## config.mk

```make
export PLATFORM = sky130hd
export DESIGN_NAME = muldiv_unit
export DESIGN_NICKNAME = d
export VERILOG_FILES = /design/src/rtl/muldiv_pkg.sv /design/src/rtl/muldiv_unit.sv
export SDC_FILE = /design/constraint.sdc
export NUM_CORES = 1
export LEC_CHECK = 0
export BUFFER_PORTS_ARGS = -buffer_cell sky130_fd_sc_hd__buf_4
export CAP_MARGIN = 15
export CORE_ASPECT_RATIO = 0.6
export CORE_MARGIN = 4
export CORE_UTILIZATION = 30
export DETAILED_ROUTE_END_ITERATION = 10
export GPL_TIMING_DRIVEN = 0
export SYNTH_ARGS = -nofsm -noshare
export SYNTH_HDL_FRONTEND = slang
export SYNTH_SLANG_ARGS = --single-unit
export TNS_END_PERCENT = 50
```

## constraint.sdc

```tcl
create_clock -name clk -period 4 [get_ports clk]
set_clock_uncertainty 0.1 [all_clocks]
set_input_delay 0.4 -clock clk [delete_from_list [all_inputs] [get_ports clk]]
set_output_delay 0.4 -clock clk [all_outputs]
set_load 0.02 [all_outputs]
```

## src/rtl/muldiv_pkg.sv

```systemverilog
// Shared encodings for the iterative multiply/divide unit.
package muldiv_pkg;
  localparam int DEF_WIDTH = 32;
  localparam int CNT_W     = $clog2(DEF_WIDTH);

  typedef enum logic [1:0] {
    OP_MULT  = 2'b00,
    OP_MULTU = 2'b01,
    OP_DIV   = 2'b10,
    OP_DIVU  = 2'b11
  } op_e;

  typedef enum logic [1:0] {
    IDLE   = 2'b00,
    CALC   = 2'b01,
    FINISH = 2'b10
  } state_e;

  // op[1] selects divide, op[0] selects unsigned
  function automatic logic op_is_div(input op_e o);
    return o[1];
  endfunction

  function automatic logic op_is_signed(input op_e o);
    return ~o[0];
  endfunction
endpackage

```

## src/rtl/muldiv_unit.sv

```systemverilog
// Iterative radix-2 MULT/MULTU/DIV/DIVU unit. Works on operand magnitudes,
// one step per clock for WIDTH clocks, then applies the sign fix-up and
// strobes the HI/LO result out for one cycle.
module muldiv_unit
  import muldiv_pkg::*;
#(
  parameter int WIDTH = DEF_WIDTH
) (
  input  logic             clk,
  input  logic             reset,
  input  logic             start,
  input  logic [1:0]       op,
  input  logic [WIDTH-1:0] a,
  input  logic [WIDTH-1:0] b,
  input  logic             cancel,
  output logic             busy,
  output logic             done,
  output logic [WIDTH-1:0] hi,
  output logic [WIDTH-1:0] lo,
  output logic             dz
);
  localparam int CW = $clog2(WIDTH);

  state_e             r_state;
  logic [CW-1:0]      r_cnt;
  logic               r_div;
  logic               r_neg_q;   // negate product / quotient
  logic               r_neg_r;   // negate remainder (dividend sign)
  logic [WIDTH-1:0]   r_a;       // original dividend, returned as hi on divide-by-zero
  logic [WIDTH-1:0]   r_b;       // |multiplicand| or |divisor|
  logic [2*WIDTH-1:0] r_acc;     // {partial hi / remainder, multiplier / quotient}
  logic [WIDTH-1:0]   r_hi, r_lo;
  logic               r_done, r_dz;

  logic               w_sgn, w_sa, w_sb;
  logic [WIDTH-1:0]   w_abs_a, w_abs_b;
  logic [WIDTH:0]     w_madd, w_rsh, w_rdiff;
  logic               w_qbit;
  logic [2*WIDTH-1:0] w_mnext, w_dnext, w_prod;
  logic [WIDTH-1:0]   w_quo, w_rem;
  logic               w_dz;

  // Magnitudes and signs of the incoming operands
  assign w_sgn   = op_is_signed(op_e'(op));
  assign w_sa    = w_sgn & a[WIDTH-1];
  assign w_sb    = w_sgn & b[WIDTH-1];
  assign w_abs_a = w_sa ? -a : a;
  assign w_abs_b = w_sb ? -b : b;

  // Shift-add step: add multiplicand into the top half when the current
  // multiplier bit is set, then shift the whole accumulator right.
  assign w_madd  = {1'b0, r_acc[2*WIDTH-1:WIDTH]} + {1'b0, (r_acc[0] ? r_b : {WIDTH{1'b0}})};
  assign w_mnext = {w_madd, r_acc[WIDTH-1:1]};

  // Restoring divide step: shift in the next dividend bit and keep the
  // difference only when it did not borrow.
  assign w_rsh   = r_acc[2*WIDTH-1:WIDTH-1];
  assign w_rdiff = w_rsh - {1'b0, r_b};
  assign w_qbit  = ~w_rdiff[WIDTH];
  assign w_dnext = {(w_qbit ? w_rdiff[WIDTH-1:0] : w_rsh[WIDTH-1:0]), r_acc[WIDTH-2:0], w_qbit};

  // Sign fix-up applied at FINISH
  assign w_prod = r_neg_q ? -r_acc : r_acc;
  assign w_quo  = r_neg_q ? -r_acc[WIDTH-1:0] : r_acc[WIDTH-1:0];
  assign w_rem  = r_neg_r ? -r_acc[2*WIDTH-1:WIDTH] : r_acc[2*WIDTH-1:WIDTH];
  assign w_dz   = r_div & (r_b == '0);

  // Control FSM and datapath registers; reset dominates cancel and start
  always_ff @(posedge clk) begin
    if (!reset) begin
      r_state <= IDLE;
      r_cnt   <= '0;
      r_div   <= 1'b0;
      r_neg_q <= 1'b0;
      r_neg_r <= 1'b0;
      r_a     <= '0;
      r_b     <= '0;
      r_acc   <= '0;
      r_hi    <= '0;
      r_lo    <= '0;
      r_done  <= 1'b0;
      r_dz    <= 1'b0;
    end else begin
      r_done <= 1'b0;
      case (r_state)
        IDLE: begin
          if (start) begin
            r_state <= CALC;
            r_cnt   <= '0;
            r_div   <= op_is_div(op_e'(op));
            r_neg_q <= w_sa ^ w_sb;
            r_neg_r <= w_sa;
            r_a     <= a;
            r_b     <= w_abs_b;
            r_acc   <= {{WIDTH{1'b0}}, w_abs_a};
          end
        end
        CALC: begin
          if (cancel) begin
            r_state <= IDLE;
          end else begin
            r_acc <= r_div ? w_dnext : w_mnext;
            r_cnt <= r_cnt + CW'(1);
            if (r_cnt == CW'(WIDTH-1)) r_state <= FINISH;
          end
        end
        FINISH: begin
          r_state <= IDLE;
          if (!cancel) begin
            r_done <= 1'b1;
            r_dz   <= w_dz;
            if (w_dz) begin
              r_hi <= r_a;
              r_lo <= '1;
            end else if (r_div) begin
              r_hi <= w_rem;
              r_lo <= w_quo;
            end else begin
              {r_hi, r_lo} <= w_prod;
            end
          end
        end
        default: r_state <= IDLE;
      endcase
    end
  end

  assign busy = (r_state != IDLE);
  assign done = r_done;
  assign hi   = r_hi;
  assign lo   = r_lo;
  assign dz   = r_dz;
endmodule
```

==> results.txt, run 1 <==
Routed len/inst: 24.3 microns
Port-buffer cells: 136
Seq/Total Area, Yosys: 26.7%
Crit path DAT: 4.31 ns
DRC: 0
Mapped Nets: 2161
Cell Pwr Density: 321 nW/um^2
Worst-path maximum fanout: 10
Max Cap Viol: 0
Final layout net count: 2335
RSZ-0062 raised after global routing: true
Pwr Total: 5.88 mW
Initial antenna violation count: 4
Fill count: 5260
Kind of critical path: reg2reg
Max Fclk: 249 MHz
Drt total wl: 70200 microns
Routability Congestion: 0.998
Post-synth top flop: dfxtp_1
Final Hold Vio Count: 0
H-tree depth: 1
DR pass1 iterations: 6
First-pass GRT wire length: 102000 microns
Highest-count cells in the layout ignoring fill and taps: nand2_1, dfxtp_1, a21oi_1
Area Overhead vs Synth: 19.6%
CTS Buf Count: 22
FP Rows: 63
Die area: 54800 sq um
Leakage: 7.45 nW
Final-report max-slew violation count: 0
Final setup viols: 2
Period minus WS final: 4.01 ns
Rel. slew slack: 28.4%
Status: finished, violations left
CTS clk-pin slew, worst paths: 0.07 ns
Share of flip-flops with an asynchronous set or reset: 0%
Crit. Startpoint: r_acc[0]
Commonest non-fill, non-tap cell in the layout: nand2_1
I/O pin count: 137
CP required: 4.30 ns
Die Y-Extent: 183 microns
CP endpoint kind: register
Setup crit start kind: register
Vias in the first global route: 15200
Chip width: 300 microns
Antenna Violating Nets Remaining: 0
Latest clock arrival within the worst-skew pair: 0.54 ns
Worst setup margin: -0.00920 ns
CTS tree: built
Yosys reg bits: 204
Cell Area, Synth: 15300 sq um
Area of the multi-input gates: 10600 sq um
Largest net degree at the start of global routing: 14
Clock sink total: 204
Post-route setup TNS: -0.0130 ns
Clock Tree Buf Depth: 3
Average via count per standard cell: 5.80
Failing checks: setup timing
Largest area contributor in the netlist: dfxtp_1
Iteration-0 DRC Markers: 2111
Hold Path Class: in2reg
Yosys Warn Count: 0
Hold path start: op[1]
Post-synth EDFFs: 0
Least-Margin Pin Slew: 1.07 ns
GR Util All Layers: 24.5%
Crit share post-route: 100%
Reg-to-reg startpoint: r_acc[0]
Core ar.: 49900 sq um
Layout cell share with drive strength beyond 1: 12.2%
Initial core utilization: 30.7%
Top-area cell type share of the netlist area: 26.7%
Max IR drop VDD: 222 uV
Overall via count from detail_route: 16700
Hold WS: 0.0445 ns
Reg area: 4090 sq um
Avg Inst Size Synth: 7.58 sq um
Total gr overflow: 0
DPL Wire Length: 56900 microns
Yosys cell types: 81
Top post-synthesis cells by area: dfxtp_1, nand2_1, ha_1, a21oi_1, o21ai_0
CTS root buffer: clkbuf_16
Mapped Cells: 2019
[critical path, cell delays in order (launching register included)]
cell	delay, ns
dfxtp_2	0.39
clkinv_4	0.16
clkbuf_16	0.21
ha_2	0.22
or4b_1	0.51
or4_4	0.57
or4_4	0.57
o21ai_4	0.35
buf_8	0.21
o21ai_2	0.08
xnor2_2	0.17
nand2_1	0.07
o21ai_1	0.14
a21oi_1	0.10
[cells in the mapped netlist (40+ instances only)]
library cell  number
nand2_1          238
dfxtp_1          204
a21oi_1          174
o21ai_0          156
nor2_1           141
clkbuf_1         110
xnor2_1           82
xor2_1            79
ha_1              70
inv_1             67
nor2b_1           57
mux2i_1           49
a211oi_1          43
a21boi_0          40
[metrics by stage]
stage	cell area [sq um]	setup slack [ns]	instances	util, %
after floorplan	15300	0.587	2019	-
after global placement	17200	-1.49	2837	34.4
after detailed placement	17200	-0.878	2838	34.4
after CTS	18100	-0.0124	2880	36.3
after global routing	18300	-0.0787	2888	36.7
final	18300	-0.00920	2889	36.7
[metal layers]
layer | GRT usage, % | up-vias | routed length (microns)
li1 | - | 7610 | -
met1 | 39.6 | 8169 | 35300
met2 | 29.8 | 903 | 24200
met3 | 9.68 | 64 | 9860
met4 | 2.92 | 2 | 878
met5 | 0 | - | 13
[power by group]
group	leakage, nW	internal [mW]	switching [mW]
sequential	1.66	2.11	0.114
clock	0.383	1.38	0.935
combinational	5.41	0.464	0.876
total	7.45	3.95	1.93
[flip-flops by register name (all words and copies together), names as in the netlist]
register and cells:
r_a 32, r_neg_r 1, r_acc 64, lo 32, hi 32, r_b 32
dz 1, r_state 2, done 1, r_div 1, r_neg_q 1, r_cnt 5
[kinds of logic (layout without fill, tap and decap cells)]
kind of cell | after synthesis | after routing | share of synthesized area [%]
other | 0 | 1 | 0
adders and majority gates | 72 | 72 | 5.98
buffers and inverters | 203 | 390 | 5.24
muxes | 50 | 50 | 3.28
AOI/OAI and AO/OA | 653 | 653 | 27.6
DFF | 204 | 204 | 26.7
xor gates and xnor gates | 168 | 168 | 9.96
and+or+nand+nor | 669 | 669 | 21.3
[path summary, 6_finish.rpt]
path / end / slack, ns / cells past startpoint
worst max-delay path: hi[30] / -0.009 / 13
worst min-delay path: r_div / 0.04 / 3
worst max register to register: hi[30] / -0.009 / 13
worst min register to register: r_a[3] / 0.37 / 2
[layout make-up]
type                       instances  area share (%)
sequential                       204            22.3
multi-input combinational       1612            57.9
inverter                          68            1.42
buffer                           134            3.19
clock inverter                     8           0.800
antenna                            1          0.0137
clock buffer                      29            3.49
timing repair buffer             151            6.26
tap                              682            4.66
[timing repair]
action | in CTS | in global routing
cloned | 0 | 0
pin swaps | 3 | 6
hold endpoints to repair | 0 | 0
setup endpoints to repair | 66 | 58
buffers inserted | 5 | 9
resized for setup | 24 | 29
hold buffers | 0 | 0
Power figures use the tool's default switching activity.
==> run 2, diff against run 1 <==
Settings changed: CORE_MARGIN 4 to unset, SETUP_SLACK_MARGIN set to 0.05.
==> run 2 against run 1 <==
The run now ends clean. Core utilization down 0.15 points. Non-clock buffer count down 5. Setup slack better by 0.026 ns. Via count down 0.43%. Sequential power about the same. Cell area down 0.41%. Count of clock-buffer cells in the layout up 6. Register-to-register slack better by 0.03 ns. Largest cell class unchanged.
==> results.txt, run 2 (synthesis gave the netlist of run 1 again) <==
Status: finished, final reports clean
Cell Pwr Density: 314 nW/um^2 (-2.2%)
Crit share post-route: 99.6% (-0.65 points)
Overall via count from detail_route: 16700 (-0.43%)
Largest reg by FF count: r_acc
Slowest cell delay on critical path: 0.67 ns (+0.10 ns)
Cell mode on critical path: a21oi_1
DRC: 0 (unchanged)
Layout Cells excl Fill: 2887 (-0.069%)
CTS clk-pin slew, worst paths: 0.07 ns (about the same)
RSZ-0062 raised after global routing: true
Routed len/inst: 23.8 microns (-1.9%)
First-pass GRT wire length: 100000 microns (-1.9%)
DR pass1 iterations: 6 (unchanged)
Port-buffer cells: 136 (unchanged)
Max Fclk: 251 MHz (+0.65%)
Drt total wl: 68800 microns (-2.0%)
Total gr overflow: 0 (unchanged)
Max IR drop VDD: 326 uV (+47%)
Hold Buf Count CTS: 0 (unchanged)
Hold Path Depth: 3 (unchanged)
Setup crit start kind: register
Least-Margin Pin Slew: 1.11 ns (+0.0380 ns)
Iteration-0 DRC Markers: 2101 (-0.47%)
RR Endpoint: hi[27]
Latest clock arrival within the worst-skew pair: 0.56 ns (+0.02 ns)
Crit-path cells: buf_6 -> or4_1 -> nor4_2 -> nand4b_1 -> buf_4 -> nor3_2 -> nand4_1 -> a21oi_1 -> xnor2_1 -> mux2i_1 -> a21oi_1
Fill count: 5212 (-0.91%)
Hold WS: 0.0228 ns (-0.0218 ns)
FP Rows: 63 (unchanged)
Switching power: 1.95 mW (+1.2%)
Worst-path maximum fanout: 8 (-2)
Crit. Startpoint: r_acc[2]
Part of the power in combinational logic: 23.5% (+0.7 points)
Leakage: 7.40 nW (-0.63%)
Max Cap Viol: 0 (unchanged)
Initial antenna violation count: 2 (-2)
Die area: 52000 sq um (-5.2%)
Buf/Inv on CP: 2 (-1)
Clock share of power: 37.6% (-1.7 points)
Place WS: -1.03 ns (-0.147 ns)
Clock sink total: 204 (unchanged)
P_int: 3.78 mW (-4.4%)
Commonest non-fill, non-tap cell in the layout: nand2_1
I/O pin count: 137 (unchanged)
DPL Wire Length: 55800 microns (-2.0%)
CP endpoint kind: register
Placed cells: 2838 (unchanged)
Crit path max-delay family: simple AND/OR/NAND/NOR gates
Hold path start: op[1]
Highest-count cells in the layout ignoring fill and taps: nand2_1, dfxtp_1, a21oi_1
Antenna Violating Nets Remaining: 0 (unchanged)
Reg-to-reg startpoint: r_acc[2]
Average via count per standard cell: 5.78 (-0.36%)
Routability Congestion: 1.01 (+1.0%)
Layout Utilization: 36.5% (-0.15 points)
Number of flip-flops in the largest register: 64 (unchanged)
Chip width: 294 microns (-2.0%)
CTS Buf Count: 22 (unchanged)
Final setup viols: 0 (-2)
H-tree depth: 1 (unchanged)
Die Y-Extent: 177 microns (-3.3%)
Hold path endpoint: r_div
R2R cell count: 11 (-2)
Worst setup margin: 0.0166 ns (+0.0258 ns)
Final Hold Vio Count: 0 (unchanged)
Layout cell share with drive strength beyond 1: 12.0% (-0.22 points)
Final layout net count: 2330 (-0.21%)
CTS tree: built
Crit path DAT: 4.29 ns (-0.02 ns)
R2r setup slk: 0.02 ns (+0.03 ns)
Sw Ratio: 34.0% (+1.3 points)
Rel. slew slack: 25.9% (-2.5 points)
Largest net degree at the start of global routing: 14 (unchanged)
CTS root buffer: clkbuf_16
Period minus WS final: 3.98 ns (-0.0258 ns)
Vias in the first global route: 14900 (-1.9%)
CP required: 4.30 ns (about the same)
Initial core utilization: 30.7% (unchanged)
Sequential share of power: 38.8% (+0.9 points)
CP max-delay cell: nor4_2
Core ar.: 49900 sq um (unchanged)
GR Util All Layers: 25.8% (+1.3 points)
Kind of critical path: reg2reg
Clock Tree Buf Depth: 3 (unchanged)
Final-report max-slew violation count: 0 (unchanged)
Area Overhead vs Synth: 19.1%
Hold Path Class: in2reg
-- run 2: timing repair --
action,in CTS,in global routing
gates resized for setup,29,29
setup endpoints to repair,72,74
buffers inserted,11,1
gates cloned,0,0
pin swaps,6,6
-- run 2: power by group through the flow --
stage / Combinational (mW) / Sequential, mW / Clock [mW]
after floorplan: 0.802 / 2.21 / 0
after global placement: 1.24 / 2.25 / 0
after detailed placement: 1.25 / 2.26 / 0
after CTS: 1.28 / 2.21 / 2.16
after global routing: 1.44 / 2.23 / 2.26
final: 1.35 / 2.22 / 2.16
-- run 2: worst max path at each step --
| stage | endpoint | slack [ns] | cells after the start |
|---|---|---|---|
| 3_5_place_dp | r_acc[63] | -1.03 | 14 |
| 6_report | hi[27] | 0.02 | 11 |
| 4_1_cts | r_acc[43] | 0.007 | 15 |
| 3_3_place_gp | r_acc[63] | -1.61 | 13 |
| 5_1_grt | hi[27] | -0.04 | 11 |
| 2_1_floorplan | hi[14] | 0.59 | 13 |
-- run 2: layout make-up --
| class | instances | area [sq um] | share of cell area, % |
|---|---|---|---|
| tap | 682 | 853 | 4.68 |
| antenna | 1 | 2.50 | 0.0137 |
| sequential | 204 | 4090 | 22.4 |
| clock inverter | 5 | 65.1 | 0.357 |
| buffer | 131 | 581 | 3.18 |
| multi-input combinational | 1612 | 10600 | 58.1 |
| timing repair buffer | 149 | 1130 | 6.20 |
| clock buffer | 35 | 659 | 3.62 |
| inverter | 68 | 264 | 1.45 |
-- run 2: metrics by stage --
stage | cell area [sq um] | TNS, ns | power (mW)
after floorplan | 15300 | 0 | 3.01
after global placement | 17200 | -61.67 | 3.49
after detailed placement | 17200 | -43.70 | 3.51
after CTS | 18100 | 0 | 5.65
after global routing | 18200 | -0.0365 | 5.92
final | 18200 | 0 | 5.73
-- run 2: metal layers --
metal	GRT usage [%]	up-vias	share of wire, %
met3	10.6	59	16
met5	0	-	0
met2	30.6	996	34
met1	41.5	8011	49
met4	3.21	0	1.2
li1	-	7610	-
-- run 2: tightest hold or removal path: cells and delay by family --
kind / cells / cell delay (ns)
compound gates: 1 / 0.07
buf+inv: 1 / 0.11
simple gates: 1 / 0.05
